==> src/rtl/note_disp_pkg.sv <==
// ---------------------------------------------------------------------------
// note_disp_pkg
// Shared definitions for the note display sequencer:
//   - disp_state_e : sequencer FSM state encoding
//   - NOTE_A..NOTE_GS : note codes delivered by the tone front end (1..12)
//   - default VGA canvas / glyph geometry
//   - note_code_valid() : true for codes that map to a drawable glyph
// ---------------------------------------------------------------------------
package note_disp_pkg;

    typedef enum logic [1:0] {
        ST_CLEAR = 2'd0,
        ST_IDLE  = 2'd1,
        ST_LOAD  = 2'd2,
        ST_DRAW  = 2'd3
    } disp_state_e;

    localparam logic [3:0] NOTE_A  = 4'd1;
    localparam logic [3:0] NOTE_AS = 4'd2;
    localparam logic [3:0] NOTE_B  = 4'd3;
    localparam logic [3:0] NOTE_C  = 4'd4;
    localparam logic [3:0] NOTE_CS = 4'd5;
    localparam logic [3:0] NOTE_D  = 4'd6;
    localparam logic [3:0] NOTE_DS = 4'd7;
    localparam logic [3:0] NOTE_E  = 4'd8;
    localparam logic [3:0] NOTE_F  = 4'd9;
    localparam logic [3:0] NOTE_FS = 4'd10;
    localparam logic [3:0] NOTE_G  = 4'd11;
    localparam logic [3:0] NOTE_GS = 4'd12;

    localparam int SCREEN_W   = 160;
    localparam int SCREEN_H   = 120;
    localparam int GLYPH_SIZE = 12;

    // One buffered event is {octave[1:0], note[3:0]}.
    localparam int EVENT_W = 6;

    function automatic logic note_code_valid(input logic [3:0] code);
        return (code >= NOTE_A) && (code <= NOTE_GS);
    endfunction

endpackage

==> src/rtl/note_fifo.sv <==
// ---------------------------------------------------------------------------
// note_fifo
// Small synchronous FIFO buffering note events ahead of the sequencer.
// Show-ahead read: dout always presents the head entry while not empty.
// Ports:
//   clk, reset       : clock, asynchronous active-high reset (empties FIFO)
//   push, din        : write request / data (ignored while full)
//   pop              : remove head (ignored while empty)
//   dout             : head entry
//   full, empty      : occupancy flags
// Simultaneous push and pop are both performed; occupancy is unchanged.
// ---------------------------------------------------------------------------
module note_fifo
    import note_disp_pkg::*;
#(
    parameter int WIDTH      = EVENT_W,
    parameter int FIFO_DEPTH = 4
) (
    input  logic             clk,
    input  logic             reset,
    input  logic             push,
    input  logic             pop,
    input  logic [WIDTH-1:0] din,
    output logic [WIDTH-1:0] dout,
    output logic             full,
    output logic             empty
);

    localparam int AW = (FIFO_DEPTH > 1) ? $clog2(FIFO_DEPTH) : 1;

    logic [WIDTH-1:0] mem_r [FIFO_DEPTH];
    logic [AW-1:0]    wr_ptr_r;
    logic [AW-1:0]    rd_ptr_r;
    logic [AW:0]      count_r;
    logic             do_push_s;
    logic             do_pop_s;

    assign do_push_s = push && !full;
    assign do_pop_s  = pop && !empty;
    assign full      = (count_r == (AW+1)'(FIFO_DEPTH));
    assign empty     = (count_r == '0);
    assign dout      = mem_r[rd_ptr_r];

    // Storage array and write pointer.
    always_ff @(posedge clk or posedge reset) begin
        if (reset) begin
            for (int i = 0; i < FIFO_DEPTH; i++) begin
                mem_r[i] <= '0;
            end
            wr_ptr_r <= '0;
        end else if (do_push_s) begin
            mem_r[wr_ptr_r] <= din;
            wr_ptr_r        <= wr_ptr_r + AW'(1);
        end
    end

    // Read pointer and occupancy count.
    always_ff @(posedge clk or posedge reset) begin
        if (reset) begin
            rd_ptr_r <= '0;
            count_r  <= '0;
        end else begin
            if (do_pop_s) begin
                rd_ptr_r <= rd_ptr_r + AW'(1);
            end
            case ({do_push_s, do_pop_s})
                2'b10:   count_r <= count_r + (AW+1)'(1);
                2'b01:   count_r <= count_r - (AW+1)'(1);
                default: count_r <= count_r;
            endcase
        end
    end

endmodule

==> src/rtl/note_display_ctrl.sv <==
// ---------------------------------------------------------------------------
// note_display_ctrl
// Sequencer in front of the note glyph drawer. Buffers note events, assigns
// each a cell on the 160x120 canvas, and holds the drawer's inputs for its
// fixed frame counts. Sequences full-screen clears at reset, on request and
// (optionally) when the cell grid fills.
// Configuration macro: NOTE_DISP_AUTOCLEAR_EN -- when defined, a full grid
// forces a clear after its last draw; otherwise the cursor simply wraps.
// Ports:
//   clk, reset                 : clock, asynchronous active-high reset
//   note_in, octave_in         : event payload (codes 0, 13..15 are dropped)
//   note_valid / note_ready    : event handshake (ready = FIFO not full)
//   clear_req                  : one-cycle screen wipe request
//   note_out, octave_out, x, y : drawer glyph selection and cell origin
//   ld_note                    : drawer enable for the whole draw window
//   clear_n                    : drawer clear, active-low
//   busy                       : sequencer not idle
// ---------------------------------------------------------------------------
module note_display_ctrl
    import note_disp_pkg::*;
#(
    parameter int FIFO_DEPTH   = 4,
    parameter int X0           = 2,
    parameter int Y0           = 2,
    parameter int CELL_W       = 40,
    parameter int CELL_H       = 16,
    parameter int COLS         = 4,
    parameter int ROWS         = 7,
    parameter int DRAW_CYCLES  = 432,
    parameter int CLEAR_CYCLES = 19200
) (
    input  logic       clk,
    input  logic       reset,
    input  logic [3:0] note_in,
    input  logic [1:0] octave_in,
    input  logic       note_valid,
    output logic       note_ready,
    input  logic       clear_req,
    output logic [3:0] note_out,
    output logic [1:0] octave_out,
    output logic [7:0] x,
    output logic [6:0] y,
    output logic       ld_note,
    output logic       clear_n,
    output logic       busy
);

`ifdef NOTE_DISP_AUTOCLEAR_EN
    localparam logic AUTOCLEAR_EN = 1'b1;
`else
    localparam logic AUTOCLEAR_EN = 1'b0;
`endif

    localparam int CNT_MAX = (CLEAR_CYCLES > DRAW_CYCLES) ? CLEAR_CYCLES : DRAW_CYCLES;
    localparam int CNT_W   = $clog2(CNT_MAX + 1);
    localparam int COL_W   = (COLS > 1) ? $clog2(COLS) : 1;
    localparam int ROW_W   = (ROWS > 1) ? $clog2(ROWS) : 1;

    localparam logic [CNT_W-1:0] CLR_LAST  = CNT_W'(CLEAR_CYCLES - 1);
    localparam logic [CNT_W-1:0] DRAW_LAST = CNT_W'(DRAW_CYCLES - 1);
    localparam logic [COL_W-1:0] COL_LAST  = COL_W'(COLS - 1);
    localparam logic [ROW_W-1:0] ROW_LAST  = ROW_W'(ROWS - 1);

    disp_state_e          state_r;
    disp_state_e          state_nxt_s;
    logic [CNT_W-1:0]     cnt_r;
    logic [CNT_W-1:0]     cnt_nxt_s;
    logic [COL_W-1:0]     col_r;
    logic [ROW_W-1:0]     row_r;
    logic                 clear_pending_r;
    logic [3:0]           note_out_r;
    logic [1:0]           octave_out_r;
    logic [7:0]           x_r;
    logic [6:0]           y_r;
    logic                 ld_note_r;
    logic                 clear_n_r;
    logic                 busy_r;

    logic                 fifo_push_s;
    logic                 fifo_pop_s;
    logic [EVENT_W-1:0]   fifo_dout_s;
    logic                 fifo_full_s;
    logic                 fifo_empty_s;
    logic                 draw_done_s;
    logic                 grid_full_s;

    // Invalid codes complete the handshake but are never buffered.
    assign fifo_push_s = note_valid && !fifo_full_s && note_code_valid(note_in);
    assign fifo_pop_s  = (state_r == ST_LOAD);
    assign draw_done_s = (state_r == ST_DRAW) && (cnt_r == DRAW_LAST);
    assign grid_full_s = (col_r == COL_LAST) && (row_r == ROW_LAST);

    note_fifo #(
        .WIDTH      (EVENT_W),
        .FIFO_DEPTH (FIFO_DEPTH)
    ) u_fifo (
        .clk   (clk),
        .reset (reset),
        .push  (fifo_push_s),
        .pop   (fifo_pop_s),
        .din   ({octave_in, note_in}),
        .dout  (fifo_dout_s),
        .full  (fifo_full_s),
        .empty (fifo_empty_s)
    );

    // Next-state and cycle-counter logic; the counter restarts on every entry.
    always_comb begin
        state_nxt_s = state_r;
        cnt_nxt_s   = cnt_r + CNT_W'(1);
        case (state_r)
            ST_CLEAR: begin
                if (cnt_r == CLR_LAST) begin
                    state_nxt_s = ST_IDLE;
                    cnt_nxt_s   = '0;
                end else begin
                    state_nxt_s = ST_CLEAR;
                end
            end
            ST_IDLE: begin
                cnt_nxt_s = '0;
                if (clear_pending_r || clear_req) begin
                    state_nxt_s = ST_CLEAR;
                end else if (!fifo_empty_s) begin
                    state_nxt_s = ST_LOAD;
                end else begin
                    state_nxt_s = ST_IDLE;
                end
            end
            ST_LOAD: begin
                state_nxt_s = ST_DRAW;
                cnt_nxt_s   = '0;
            end
            ST_DRAW: begin
                if (cnt_r == DRAW_LAST) begin
                    cnt_nxt_s = '0;
                    // A clear requested during LOAD/DRAW goes straight in once the glyph is done.
                    if (clear_pending_r || clear_req || (grid_full_s && AUTOCLEAR_EN)) begin
                        state_nxt_s = ST_CLEAR;
                    end else begin
                        state_nxt_s = ST_IDLE;
                    end
                end else begin
                    state_nxt_s = ST_DRAW;
                end
            end
            default: begin
                state_nxt_s = ST_CLEAR;
                cnt_nxt_s   = '0;
            end
        endcase
    end

    // State register and state-decoded drawer controls, registered off next state.
    always_ff @(posedge clk or posedge reset) begin
        if (reset) begin
            state_r   <= ST_CLEAR;
            cnt_r     <= '0;
            clear_n_r <= 1'b0;
            ld_note_r <= 1'b0;
            busy_r    <= 1'b1;
        end else begin
            state_r   <= state_nxt_s;
            cnt_r     <= cnt_nxt_s;
            clear_n_r <= (state_nxt_s != ST_CLEAR);
            ld_note_r <= (state_nxt_s == ST_DRAW);
            busy_r    <= (state_nxt_s != ST_IDLE);
        end
    end

    // Deferred clear flag: remembers a clear_req that arrives mid-draw.
    always_ff @(posedge clk or posedge reset) begin
        if (reset) begin
            clear_pending_r <= 1'b0;
        end else if (state_r == ST_CLEAR) begin
            clear_pending_r <= 1'b0;
        end else if (clear_req && ((state_r == ST_LOAD) || (state_r == ST_DRAW))) begin
            clear_pending_r <= 1'b1;
        end
    end

    // Cell cursor: reset by any clear, advanced row-major after each glyph.
    always_ff @(posedge clk or posedge reset) begin
        if (reset) begin
            col_r <= '0;
            row_r <= '0;
        end else if (state_r == ST_CLEAR) begin
            col_r <= '0;
            row_r <= '0;
        end else if (draw_done_s) begin
            if (col_r == COL_LAST) begin
                col_r <= '0;
                row_r <= (row_r == ROW_LAST) ? '0 : row_r + ROW_W'(1);
            end else begin
                col_r <= col_r + COL_W'(1);
            end
        end
    end

    // Drawer payload captured in LOAD and held until the next LOAD.
    always_ff @(posedge clk or posedge reset) begin
        if (reset) begin
            note_out_r   <= 4'd0;
            octave_out_r <= 2'd0;
            x_r          <= 8'(X0);
            y_r          <= 7'(Y0);
        end else if (state_r == ST_LOAD) begin
            note_out_r   <= fifo_dout_s[3:0];
            octave_out_r <= fifo_dout_s[5:4];
            x_r          <= 8'(X0 + CELL_W * int'(col_r));
            y_r          <= 7'(Y0 + CELL_H * int'(row_r));
        end
    end

    assign note_ready = !fifo_full_s;
    assign note_out   = note_out_r;
    assign octave_out = octave_out_r;
    assign x          = x_r;
    assign y          = y_r;
    assign ld_note    = ld_note_r;
    assign clear_n    = clear_n_r;
    assign busy       = busy_r;

endmodule

==> config.mk <==
export PLATFORM = sky130hd
export DESIGN_NAME = note_display_ctrl
export DESIGN_NICKNAME = d
export VERILOG_FILES = /design/src/rtl/note_disp_pkg.sv /design/src/rtl/note_fifo.sv /design/src/rtl/note_display_ctrl.sv
export SDC_FILE = /design/constraint.sdc
export NUM_CORES = 1
export LEC_CHECK = 0
export BUFFER_PORTS_ARGS = -buffer_cell sky130_fd_sc_hd__buf_4
export CORE_UTILIZATION = 52
export DETAILED_ROUTE_END_ITERATION = 8
export HOLD_SLACK_MARGIN = 0.15
export MAX_ROUTING_LAYER = met4
export PLACE_DENSITY = 0.75
export SLEW_MARGIN = 15
export SYNTH_ARGS = -nofsm -noshare
export SYNTH_HDL_FRONTEND = slang
export SYNTH_SLANG_ARGS = --single-unit
==> constraint.sdc <==
create_clock -name clk -period 2.3 [get_ports clk]
set_clock_uncertainty 0.1 [all_clocks]
set_input_delay 0.115 -clock clk [delete_from_list [all_inputs] [get_ports clk]]
set_output_delay 0.115 -clock clk [all_outputs]
set_load 0.01 [all_outputs]
Yosys cells after proc, flatten, opt, wreduce, memory -nomap -nowiden:

Index checks and enable logic that the tools add are counted.

* bits in registers: 78
* input bits: 10
* output and inout port bits: 25
* logic and storage cells: 94

* add/sub/neg operators: 9
* multiply operators: 1
* order comparisons: 5
* equal/unequal tests: 12
* multiplexer cells: 25
* bitwise operators: 2
* reductions and logical operators: 21

Operator list (number)
* one-hot mux 15 bit (3 select lines): 1
* 2-to-1 mux 15 bit: 2
* bitwise mux 24 bit: 1
* 2-to-1 mux 6 bit: 3
* adder 15 x 1 -> 15 bit (second input constant): 1
* equality test 15 bit (second input constant): 1
* equality test 15 x 9 -> 1 bit (second input constant): 1
* binary-select mux 6 bit (select 2 bit): 1
* demux 6 bit (select 2 bit): 1
* 2-to-1 mux 2 bit: 6
* 2-to-1 mux 3 bit: 4
* equality test 2 bit (second input constant): 5
* nonzero test 2 bit: 5
* adder 2 x 8 -> 8 bit (first input constant): 1
* logical AND 1 bit: 8
* one-hot mux 2 bit (4 select lines): 1
* adder 2 x 7 -> 7 bit (first input constant): 1
* adder 2 x 1 -> 2 bit (second input constant): 3
* adder 3 x 1 -> 3 bit (second input constant): 2
* equality test 3 bit (second input constant): 2
* >= comparator 3 bit (second input constant): 2
* NOT 2 -> 3 bit: 2
* one-hot mux 3 bit (2 select lines): 1
* multiplier 3 x 2 -> 5 bit (first input constant): 1
* other kinds (13): 19

Logic depth before layout (Yosys ltp):

* depth after elaboration: 7
* gate-level depth with buffers: 10

Hierarchy:

A second synthesis with hierarchy kept.

* cell total of the unflattened synthesis: 273
* area total of the unflattened synthesis: 3285.7 um^2

By module, submodules not included
* note_display_ctrl: times used 1, cells an instance 176, area each 1839.3 um^2, seq. area each 927.1 um^2
* note_fifo: times used 1, cells an instance 97, area each 1446.4 um^2, seq. area each 775.7 um^2

Worst setup path after synthesis:

OpenSTA, ideal clock, no wires.

* path type: register -> register
* start point: reg u_fifo.count_r[0]
* end point: reg u_fifo.count_r[2]
* setup time: 0.079 ns
* data arrival time: 2.299 ns
* required time: 2.121 ns
* path slack: -0.178 ns
* cell stages (with the launch flop): 11
* path buffers: 1
* clock period less this slack: 2.478 ns
* path through: dfrtp_1 -> or3b_2 -> and4_1 -> clkbuf_1 -> inv_1 -> ha_1 -> inv_1 -> fa_1 -> xor2_1 -> nor2_1 -> xor2_1

* word-level cells in the longest chain between the ends: 7
* elaborated cells on any way between the ends: 14
* classes of those cells: add/sub (2); eq/ne (3); mux (1); reduce/logical (8)

Ends and longest elaborated chain
* start, declared: RTL line note_fifo.sv:34 `logic [AW:0] count_r;`
* start signal, assigned: RTL line note_fifo.sv:67 `2'b10: count_r <= count_r + (AW+1)'(1);`
* start signal, assigned: RTL line note_fifo.sv:68 `2'b01: count_r <= count_r - (AW+1)'(1);`
* start signal, assigned: RTL line note_fifo.sv:69 `default: count_r <= count_r;`
* equality test 3 bit (*): RTL line note_fifo.sv:40 `assign full = (count_r == (AW+1)'(FIFO_DEPTH));`
* logical NOT 1 bit (*)
* via note_ready: RTL line note_display_ctrl.sv:37 `output logic note_ready,`
* logical AND 1 bit (2 in series): RTL line note_display_ctrl.sv:88 `assign fifo_push_s = note_valid && !fifo_full_s && note_code_valid(note_in);`
* logical AND 1 bit (*): RTL line note_fifo.sv:38 `assign do_push_s = push && !full;`
* equality test 2 x 1 -> 1 bit / equality test 2 bit (equally long branches): RTL line note_fifo.sv:66 `case ({do_push_s, do_pop_s})`
* one-hot mux 3 bit (2 select lines) / nonzero test 2 bit (equally long branches)

The timed path passes the listed nets; every way through them passes the cells marked *.
A chain may end at the register's enable or synchronous reset.

Final worst setup path:

* start point: reg cnt_r[6]
* end point: reg row_r[2]

* word-level cells in the longest chain between the ends: 4

Ends and longest elaborated chain
* start, declared: RTL line note_display_ctrl.sv:66 `logic [CNT_W-1:0] cnt_r;`
* start signal, assigned: RTL line note_display_ctrl.sv:164 `cnt_r <= cnt_nxt_s;`
* equality test 15 x 9 -> 1 bit: RTL line note_display_ctrl.sv:90 `assign draw_done_s = (state_r == ST_DRAW) && (cnt_r == DRAW_LAST);`
* logical AND 1 bit: RTL line note_display_ctrl.sv:90
* nonzero test 2 bit (no line)
* AND reduction 2 bit (no line)
* end signal, assigned: RTL line note_display_ctrl.sv:193 `row_r <= (row_r == ROW_LAST) ? '0 : row_r + ROW_W'(1);`
* end, declared: RTL line note_display_ctrl.sv:69 `logic [ROW_W-1:0] row_r;`

No other way between the ends.

==> results by group <==
Outcome
  • Status: completed

Power
  • Net Switching: 900 uW
  • PD cells: 829 mW/mm^2
  • Maximum vdd drop: 0.000578 V
  • Comb pwr share: a little under a quarter
  • Seq pwr share: 49.8%
  • Clock Power Share: 27.5%
  • Tot Pwr: about 3.2 mW
  • P_leak: 1.75 nW
  • Int Power: about 2.3 mW
  • Net Sw Frac: 28.2%

Critical path
  • Worst EP required: 2.47 ns
  • CP cell instances: or4_4 -> or4_4 -> or4b_1 -> a21oi_1
  • Kind of critical path: reg2reg
  • CP max stage delay: 0.55 ns
  • Peak fanout along the critical path: 5
  • Slowest CP cell: or4_4
  • Crit path launch type: flop
  • CP dominant cell by count: or4_4
  • WP data arrival: 2.37 ns
  • CP Capture Type: flop

STA
  • Setup TNS: 0 ns
  • Crit path time final: approximately 2.2 ns
  • Final hold vios: 0
  • Worst slew pin tran: 0.591 ns
  • Setup violators final: 0
  • Fmax: 456 MHz
  • Post-route setup slack: 0.106 ns
  • Worst slew margin: approximately 61%
  • Max-slew violation count: 0
  • Period utilisation layout: 95.4%
  • Worst hold slack: 0.180 ns
  • RSZ-0062 raised after global routing: false

Floorplanning
  • Die width: about 81 um
  • Initial core utilization: 54.3%
  • Core area: 0.00596 mm^2
  • Core Rows: 28
  • I/O pin count: 35
  • Die Y: 80.9 um
  • Die area: between 0.006 and 0.007 mm^2

Clock tree
  • Clk sinks: 68
  • CTS tree: yes
  • Reg clk slew, reported paths: 0.08 ns
  • Clock buffer depth: 2
  • Worst-Skew Late Latency: between 0.3 and 0.4 ns
  • Clock root buffer: clkbuf_8
  • Max H-tree Level: 3
  • CTS Buf Count: 9

Synthesis
  • Synth Register Bits: between 60 and 70
  • Sequential element share of the synthesized area: 52.6%
  • Count of cell types in the netlist: 44
  • Cell area after synthesis: around 0.0032 mm^2
  • Yosys warnings: 0
  • Mean Syn Cell Area: 12.0 um^2
  • Cells after Synth: approximately 270

Placement
  • PortBufs: 26
  • Placed Instances: 370
  • Pre-CTS setup slack: between 0.01 and 0.015 ns
  • Global placement routability congestion: 0.827
  • DP Wirelength: 4160 um

Drt
  • Via/cell ratio: 5.44
  • Routed WL per cell: between 15 and 20 um
  • DRT iter0 DRCs: about 190
  • Post-Route WL: 6230 um
  • DRC: 0
  • Post-DRT Antenna Nets: 0
  • Routed vias: 2175
  • Drt first pass iters: 5

Global routing
  • Largest net degree at the start of global routing: 36
  • Initial antenna violation count: 0
  • Via count of the first global-routing pass: 2195
  • Gr usage total: 22.5%
  • First-pass GRT wire length: 10400 um
  • Total grt overflow: 0

Cells and area
  • Layout fillers: about 460
  • Commonest non-fill, non-tap cells in the layout: dfrtp_1, buf_4, mux2_2, a21oi_1
  • Fin cells: 400
  • Area delta synth->final: 18.9%
  • Commonest non-fill, non-tap cell in the layout: dfrtp_1
  • Nets@finish: 338
  • Fraction of layout instances using a drive strength above 1: between 30% and 40%
  • # diodes: 0

Hold path
  • Tightest Hold Check Type: in2async

Job
  • Max cap viols: 0
critical path: cells and delay by family (launching register included):
| family | cells | cell delay, ns |
|---|---|---|
| and+or+nand+nor | 3 | 1.46 |
| AOI/OAI and AO/OA | 1 | 0.13 |
| DFF | 1 | 0.43 |
registers in the layout (all words and copies together) (netlist names), 3 cells and up:
signal and flops:
y 3, u_fifo.count_r 3, u_fifo.mem_r 24, note_out 4, cnt_r 15, row_r 3
final cells by class:
| cell class | instances | area (um^2) | share of cell area (%) |
|---|---|---|---|
| Clock buffer | 9 | 124 | 3.22 |
| Clock inverter | 7 | 52.6 | 1.37 |
| Inverter | 10 | 37.5 | 0.976 |
| Multi-Input combinational cell | 176 | 1400 | 36.4 |
| Sequential cell | 68 | 1700 | 44.3 |
| Tap cell | 75 | 93.8 | 2.44 |
| Timing Repair Buffer | 55 | 435 | 11.3 |
kinds of logic after synthesis:
group / after synthesis / share of synthesized area (%)
AO/OA/AOI/OAI: 38 / 6.85
XOR/XNOR: 19 / 5.14
adder cells (fa/ha/maj): 8 / 3.33
buffers and inverters: 31 / 5.07
flip-flops: 68 / 52.6
multiplexers: 42 / 16.7
other: 2 / 0.232
AND/OR/NAND/NOR: 61 / 10.1
worst paths after layout:
check	start	end	slack, ns	cells past startpoint
min	reset	cnt_r[9]	0.18	3
min in group clk	note_in[3]	u_fifo.wr_ptr_r[0]	0.28	5
max	cnt_r[6]	row_r[2]	0.11	4
min reg2reg	cnt_r[0]	cnt_r[0]	0.40	1
max in group asynchronous	reset	u_fifo.rd_ptr_r[0]	1.16	4
max reg2reg	cnt_r[6]	row_r[2]	0.11	4
metal layers:
metal / global-route usage [%] / share of wire [%] / up-vias
li1: - / - / 1045
met1: 28.1 / 47 / 1077
met2: 35.4 / 48 / 47
met3: 5.39 / 3.5 / 6
met4: 9.29 / 1.3 / 0
met5: - / 0 / -
cells in the mapped netlist:
library cell | n | area (um^2)
or4_1 | 3 | 22.5
nor3_1 | 5 | 25.0
a21boi_0 | 2 | 15.0
a21o_1 | 1 | 7.51
nand4_1 | 3 | 18.8
a211o_1 | 1 | 8.76
o211ai_1 | 1 | 7.51
or4b_1 | 1 | 10.0
a31oi_1 | 1 | 6.26
dfrtp_1 | 67 | 1680
buf_6 | 1 | 11.3
clkbuf_1 | 6 | 22.5
nand3_1 | 9 | 45.0
buf_4 | 10 | 75.1
nand2b_1 | 1 | 6.26
mux4_2 | 6 | 135
mux2_2 | 35 | 394
nor2b_1 | 1 | 6.26
o21ai_0 | 6 | 30.0
and2_1 | 1 | 6.26
inv_1 | 10 | 37.5
nand4b_1 | 1 | 8.76
fa_1 | 1 | 20.0
conb_1 | 2 | 7.51
o21bai_1 | 1 | 7.51
a21boi_1 | 1 | 7.51
a21oi_1 | 19 | 95.1
and4_1 | 2 | 17.5
nand2_1 | 15 | 56.3
or4_4 | 1 | 11.3
buf_2 | 2 | 10.0
xor2_1 | 4 | 35.0
xnor2_1 | 15 | 131
nor2_1 | 9 | 33.8
and3_1 | 1 | 6.26
or3b_2 | 1 | 8.76
a22o_1 | 2 | 17.5
mux2i_1 | 1 | 10.0
nor4_1 | 6 | 37.5
o22ai_1 | 3 | 18.8
buf_1 | 2 | 7.51
dfstp_2 | 1 | 26.3
ha_1 | 7 | 87.6
or3_1 | 1 | 6.26
per-stage QoR:
stage	util [%]	instance area [um^2]
after floorplan	-	3270
after CTS	64.3	3830
after global placement	59.4	3540
after global routing	64.6	3850
after detailed placement	59.4	3540
final	64.6	3850
power by group through the flow:
stage / Clock, mW / Combinational, mW / Sequential, mW
after floorplan: 0 / 0.533 / 1.57
after global placement: 0 / 0.625 / 1.60
after detailed placement: 0 / 0.655 / 1.62
after CTS: 0.899 / 0.717 / 1.59
after global routing: 0.960 / 0.796 / 1.62
final: 0.877 / 0.724 / 1.59
what timing repair did:
item                                   CTS  global route
buffers inserted                         3             2
hold buffers                             9             0
endpoints found under the hold margin   97             0
pin swaps                                2             3
setup endpoints to repair                1             1
gates resized for setup                  1             0
gates cloned                             0             0
Note: power is estimated with default switching activity, not from simulation.
